==> src/rtl/weight_update_seq.sv <==
// rtl/weight_update_seq.sv - frame sequencer for the GMM weight-update engine handshake
module weight_update_seq #(
    parameter int ADDR_W     = 17,
    parameter int NUM_PIXELS = 76800,
    parameter int TIMEOUT    = 255
) (
    input  logic              clk_i,
    input  logic              rst_i,
    input  logic              start_i,
    output logic              busy_o,
    output logic              done_o,
    output logic              err_o,
    output logic              mem_re_o,
    output logic [ADDR_W-1:0] mem_raddr_o,
    input  logic [95:0]       mem_rdata_i,
    input  logic [1:0]        match_num_i,
    output logic              mem_we_o,
    output logic [ADDR_W-1:0] mem_waddr_o,
    output logic [95:0]       mem_wdata_o,
    output logic [31:0]       uw_w0_o,
    output logic [31:0]       uw_w1_o,
    output logic [31:0]       uw_w2_o,
    output logic [1:0]        uw_num_o,
    output logic              uw_en_o,
    input  logic [31:0]       uw_w0_i,
    input  logic [31:0]       uw_w1_i,
    input  logic [31:0]       uw_w2_i,
    input  logic              uw_rd_i
);

    localparam int CNT_W = $clog2(TIMEOUT + 1);
    localparam logic [ADDR_W-1:0] LAST_ADDR   = ADDR_W'(NUM_PIXELS - 1);
    localparam logic [CNT_W-1:0]  TIMEOUT_CNT = CNT_W'(TIMEOUT);

    typedef enum logic [2:0] {
        S_IDLE,
        S_READ,
        S_LATCH,
        S_FIRE,
        S_WAIT,
        S_WRITE,
        S_DONE
    } state_t;

    state_t            state;
    logic [ADDR_W-1:0] addr;
    logic [CNT_W-1:0]  wait_cnt;
    logic [CNT_W-1:0]  wait_nxt;

    // The same pixel address serves the read and the later write-back
    assign mem_raddr_o = addr;
    assign mem_waddr_o = addr;
    // Count value for the current WAIT cycle: 1 on the first WAIT cycle
    assign wait_nxt    = wait_cnt + CNT_W'(1);

    // Sequencer: one pixel per pass, strobes are registered and last one cycle
    always_ff @(posedge clk_i or negedge rst_i) begin
        if (!rst_i) begin
            state       <= S_IDLE;
            addr        <= '0;
            wait_cnt    <= '0;
            busy_o      <= 1'b0;
            done_o      <= 1'b0;
            err_o       <= 1'b0;
            mem_re_o    <= 1'b0;
            mem_we_o    <= 1'b0;
            mem_wdata_o <= '0;
            uw_w0_o     <= '0;
            uw_w1_o     <= '0;
            uw_w2_o     <= '0;
            uw_num_o    <= '0;
            uw_en_o     <= 1'b0;
        end else begin
            mem_re_o <= 1'b0;
            mem_we_o <= 1'b0;
            uw_en_o  <= 1'b0;
            done_o   <= 1'b0;
            case (state)
                S_IDLE: begin
                    if (start_i) begin
                        state    <= S_READ;
                        addr     <= '0;
                        err_o    <= 1'b0;
                        busy_o   <= 1'b1;
                        mem_re_o <= 1'b1;
                    end
                end
                S_READ: begin
                    state <= S_LATCH;
                end
                S_LATCH: begin
                    // Operands stay frozen from here until the engine answers
                    uw_w0_o  <= mem_rdata_i[31:0];
                    uw_w1_o  <= mem_rdata_i[63:32];
                    uw_w2_o  <= mem_rdata_i[95:64];
                    uw_num_o <= match_num_i;
                    uw_en_o  <= 1'b1;
                    state    <= S_FIRE;
                end
                S_FIRE: begin
                    // A ready strobe in the enable cycle is not looked at
                    wait_cnt <= '0;
                    state    <= S_WAIT;
                end
                S_WAIT: begin
                    if (uw_rd_i) begin
                        mem_wdata_o <= {uw_w2_i, uw_w1_i, uw_w0_i};
                        mem_we_o    <= 1'b1;
                        state       <= S_WRITE;
                    end else if (wait_nxt == TIMEOUT_CNT) begin
                        err_o  <= 1'b1;
                        busy_o <= 1'b0;
                        state  <= S_IDLE;
                    end else begin
                        wait_cnt <= wait_nxt;
                    end
                end
                S_WRITE: begin
                    if (addr == LAST_ADDR) begin
                        done_o <= 1'b1;
                        state  <= S_DONE;
                    end else begin
                        addr     <= addr + ADDR_W'(1);
                        mem_re_o <= 1'b1;
                        state    <= S_READ;
                    end
                end
                S_DONE: begin
                    busy_o <= 1'b0;
                    state  <= S_IDLE;
                end
                default: begin
                    busy_o <= 1'b0;
                    state  <= S_IDLE;
                end
            endcase
        end
    end

endmodule

==> config.mk <==
export PLATFORM = sky130hd
export DESIGN_NAME = weight_update_seq
export DESIGN_NICKNAME = d
export VERILOG_FILES = /design/src/rtl/weight_update_seq.sv
export SDC_FILE = /design/constraint.sdc
export NUM_CORES = 1
export LEC_CHECK = 0
export BUFFER_PORTS_ARGS = -buffer_cell sky130_fd_sc_hd__buf_2
export CAP_MARGIN = 15
export CORE_ASPECT_RATIO = 0.6
export CORE_MARGIN = 2
export CORE_UTILIZATION = 29
export CTS_CLUSTER_DIAMETER = 40
export DETAILED_ROUTE_END_ITERATION = 16
export PLACE_DENSITY_LB_ADDON = 0.2
export SETUP_SLACK_MARGIN = 0.5
export SYNTH_ARGS = -nofsm -noshare
export SYNTH_HDL_FRONTEND = slang
export SYNTH_SLANG_ARGS = --single-unit
==> constraint.sdc <==
create_clock -name clk_i -period 2.5 [get_ports clk_i]
set_input_delay 0.25 -clock clk_i [delete_from_list [all_inputs] [get_ports clk_i]]
set_output_delay 0.25 -clock clk_i [all_outputs]
set_load 0.03 [all_outputs]
==> results by group <==
STA
  – Fin. max-slew vios: 0
  – Final hold vios: 0
  – Final Skew: 0.0193 ns
  – Max Clock Freq: 0.448 GHz
  – RSZ-0062 raised after global routing: true
  – TNS Setup: 0 ns
  – Max-slew headroom: 0.655
  – Tcrit/Tclk final: 0.893
  – Final setup viols: 0
  – Tmin final: 2.23 ns
  – Worst-Margin Slew: 0.518 ns

Clock network
  – H-tree levels: 1
  – CTS buffer count: 30
  – Root Buffer: clkbuf_16
  – Worst skew pair latency: 0.57 ns
  – CTS tree: yes
  – CTS max path bufs: 3
  – Clock Pin Slew Worst Setup and Hold Paths: 0.06 ns
  – CTS Sinks: 228

Synthesis
  – EDFF count, synth: 0
  – Main synth FF type: dfrtp_1
  – Seq cells post-synth: 228
  – Syn Area/Cell: 14.8 um^2
  – Mapped Area: 9090 um^2
  – Synth top area cells: dfrtp_1 63%, mux2_2 24%, buf_4 1.4%, xor2_1 0.87%, clkbuf_1 0.78%
  – FFs w/ async S/R, synth: 1.00
  – Synth unique cells: 51
  – Share of the synthesized area in the top cell type: 0.628
  – Post-Syn Instances: 615
  – Net Count, Synth: 816
  – Synth area leader: dfrtp_1
  – Synth warnings: 0
  – Sequential area share after synthesis: 0.628

Setup path
  – Required @ worst endpoint: 2.93 ns
  – CP arrival: 2.66 ns
  – Crit path kind: register to register
  – R2R cell count: 7
  – Crit-path max FO: 5
  – Setup crit end kind: register
  – Startpoint types: register

Route
  – DR pass1 iterations: 4
  – DRC Markers: 0
  – DR WL/cell: 15.9 um
  – DR iter-0 viols: 271
  – Detailed-route vias per instance: 4.38
  – Post-route ant nets: 0
  – Via count: 7497
  – Final WL: 27100 um

Cells and area
  – Util after Layout: 0.487
  – Layout cell share with drive strength beyond 1: 0.581
  – P&R area growth vs syn: 66.2%
  – ANT cells: 0
  – NumNets Final: 1473
  – Commonest non-fill, non-tap cell in the layout: buf_2
  – Most frequent cells in the layout: 430 x buf_2, 224 x dfrtp_1, 196 x dlygate4sd3_1, 195 x mux2_2, 31 x buf_4

Global routing
  – Vias in the first global route: 8125
  – Largest net degree at the start of global routing: 80
  – Congestion Overflow GR: 0
  – First-pass GRT wire length: 43100 um
  – GRT Overall Usage: 0.164
  – Initial antenna violation count: 0

Placement
  – I/O Buffers: 431
  – Gpl congestion: 0.834
  – Post-DP HPWL: 18500 um

Status
  – Status: finished clean

Power and ir drop
  – Pwr per Cell Area: 1310 nW/um^2
  – Max VDD drop: 0.678 mV
  – Leak: 0.00728 uW

Floorplanning
  – Die span in x: 233 um
  – Starting density of the core: 0.293
  – Row Count: 50
  – I/O pin count: 432
  – DIE AREA: 32800 um^2
  – Core Area: 31000 um^2
  – Die Span Y: 141 um

Flow run
  – Max-cap viol count: 0

Min path
  – WHS Path Cells: 3
  – Worst Hold Class: input port to register
[worst max-delay path, stage by stage (launching register included)]
cell and delay [ns]:
dfrtp_2 0.46, ha_4 0.20, and3_4 0.19, xor2_1 0.15
nand2_1 0.07, or4_4 0.49, a21o_4 0.24, or3_1 0.30
[worst paths after layout]
check                       startpoint          end  slack [ns]
setup / recovery           wait_cnt[1]     state[2]        0.27
max in group asynchronous        rst_i  uw_w0_o[16]        1.56
hold reg to reg            uw_w1_o[24]  uw_w1_o[24]        0.50
hold / removal                 start_i     state[0]        0.05
setup reg to reg           wait_cnt[1]     state[2]        0.27
min in group asynchronous        rst_i  uw_w1_o[11]        0.22
[cell families (layout without fill, tap and decap cells)]
logic type / Yosys count / in the layout / share of synthesized area
and+or+nand+nor: 85 / 85 / 0.0494
DFF: 228 / 228 / 0.628
AOI/OAI and AO/OA: 43 / 44 / 0.0304
xor gates and xnor gates: 11 / 11 / 0.0106
buffers and inverters: 47 / 726 / 0.0319
muxes: 198 / 198 / 0.246
adders and majority gates: 3 / 3 / 0.00413
[per-stage QoR]
step	total power [uW]	hold WS, ns	setup slack (ns)	cell area [um^2]	instances
after floorplan	12000	-0.0456	0.122	9100	615
after global placement	14600	0.233	0.151	11800	1440
after detailed placement	14700	0.231	0.135	11800	1440
after CTS	19900	0.0106	0.276	15000	1707
after global routing	20700	0.0638	0.216	15100	1711
final	19700	0.0453	0.268	15100	1711
[layer usage]
| metal | wire length [um] | vias to the layer above | GRT usage |
|---|---|---|---|
| met5 | 0 | - | 0 |
| met4 | 738 | 0 | 0.0479 |
| met3 | 1680 | 56 | 0.0479 |
| met2 | 13700 | 212 | 0.280 |
| met1 | 11100 | 3719 | 0.202 |
| li1 | - | 3510 | - |
[area by class of cell]
cell class / count / area [um^2]
Fill cell: 2794 / 15900
Multi-Input combinational cell: 341 / 3210
Clock inverter: 22 / 327
Sequential cell: 228 / 5710
Inverter: 4 / 15.0
Tap cell: 416 / 520
Clock buffer: 33 / 792
Timing Repair Buffer: 667 / 4520
[cell usage after synthesis, types with 3 or more instances]
master    count
dfrtp_1     228
mux2_2      195
clkbuf_1     19
nand2_1      19
nor2_1       19
buf_4        17
nand3_1      13
a21oi_1      11
o21ai_0       9
xor2_1        9
a31oi_1       7
and3_1        6
or3_1         5
buf_6         4
inv_1         4
nor3_1        4
ha_1          3
[sequential cells by signal (all words and copies together) (netlist names)]
register	flops
mem_wdata_o	96
uw_w0_o	32
uw_w1_o	32
uw_w2_o	32
mem_raddr_o	17
wait_cnt	8
state	3
uw_num_o	2
busy_o	1
done_o	1
err_o	1
mem_re_o	1
mem_we_o	1
uw_en_o	1
[power breakdown]
group | internal [uW] | total, uW | switching (uW)
Combinational | 3300 | 8780 | 5480
Clock | 2950 | 4730 | 1780
Sequential | 5370 | 6220 | 845
Total | 11600 | 19700 | 8100
[repair_timing]
| item | in CTS | in global routing |
|---|---|---|
| setup buffers | 15 | 4 |
| pin swaps | 7 | 6 |
| hold buffers | 196 | 0 |
| endpoints found under the setup margin | 21 | 102 |
| hold endpoints to repair | 246 | 0 |
| gates resized for setup | 15 | 9 |
| gates cloned | 1 | 0 |
Power figures use the tool's default switching activity.
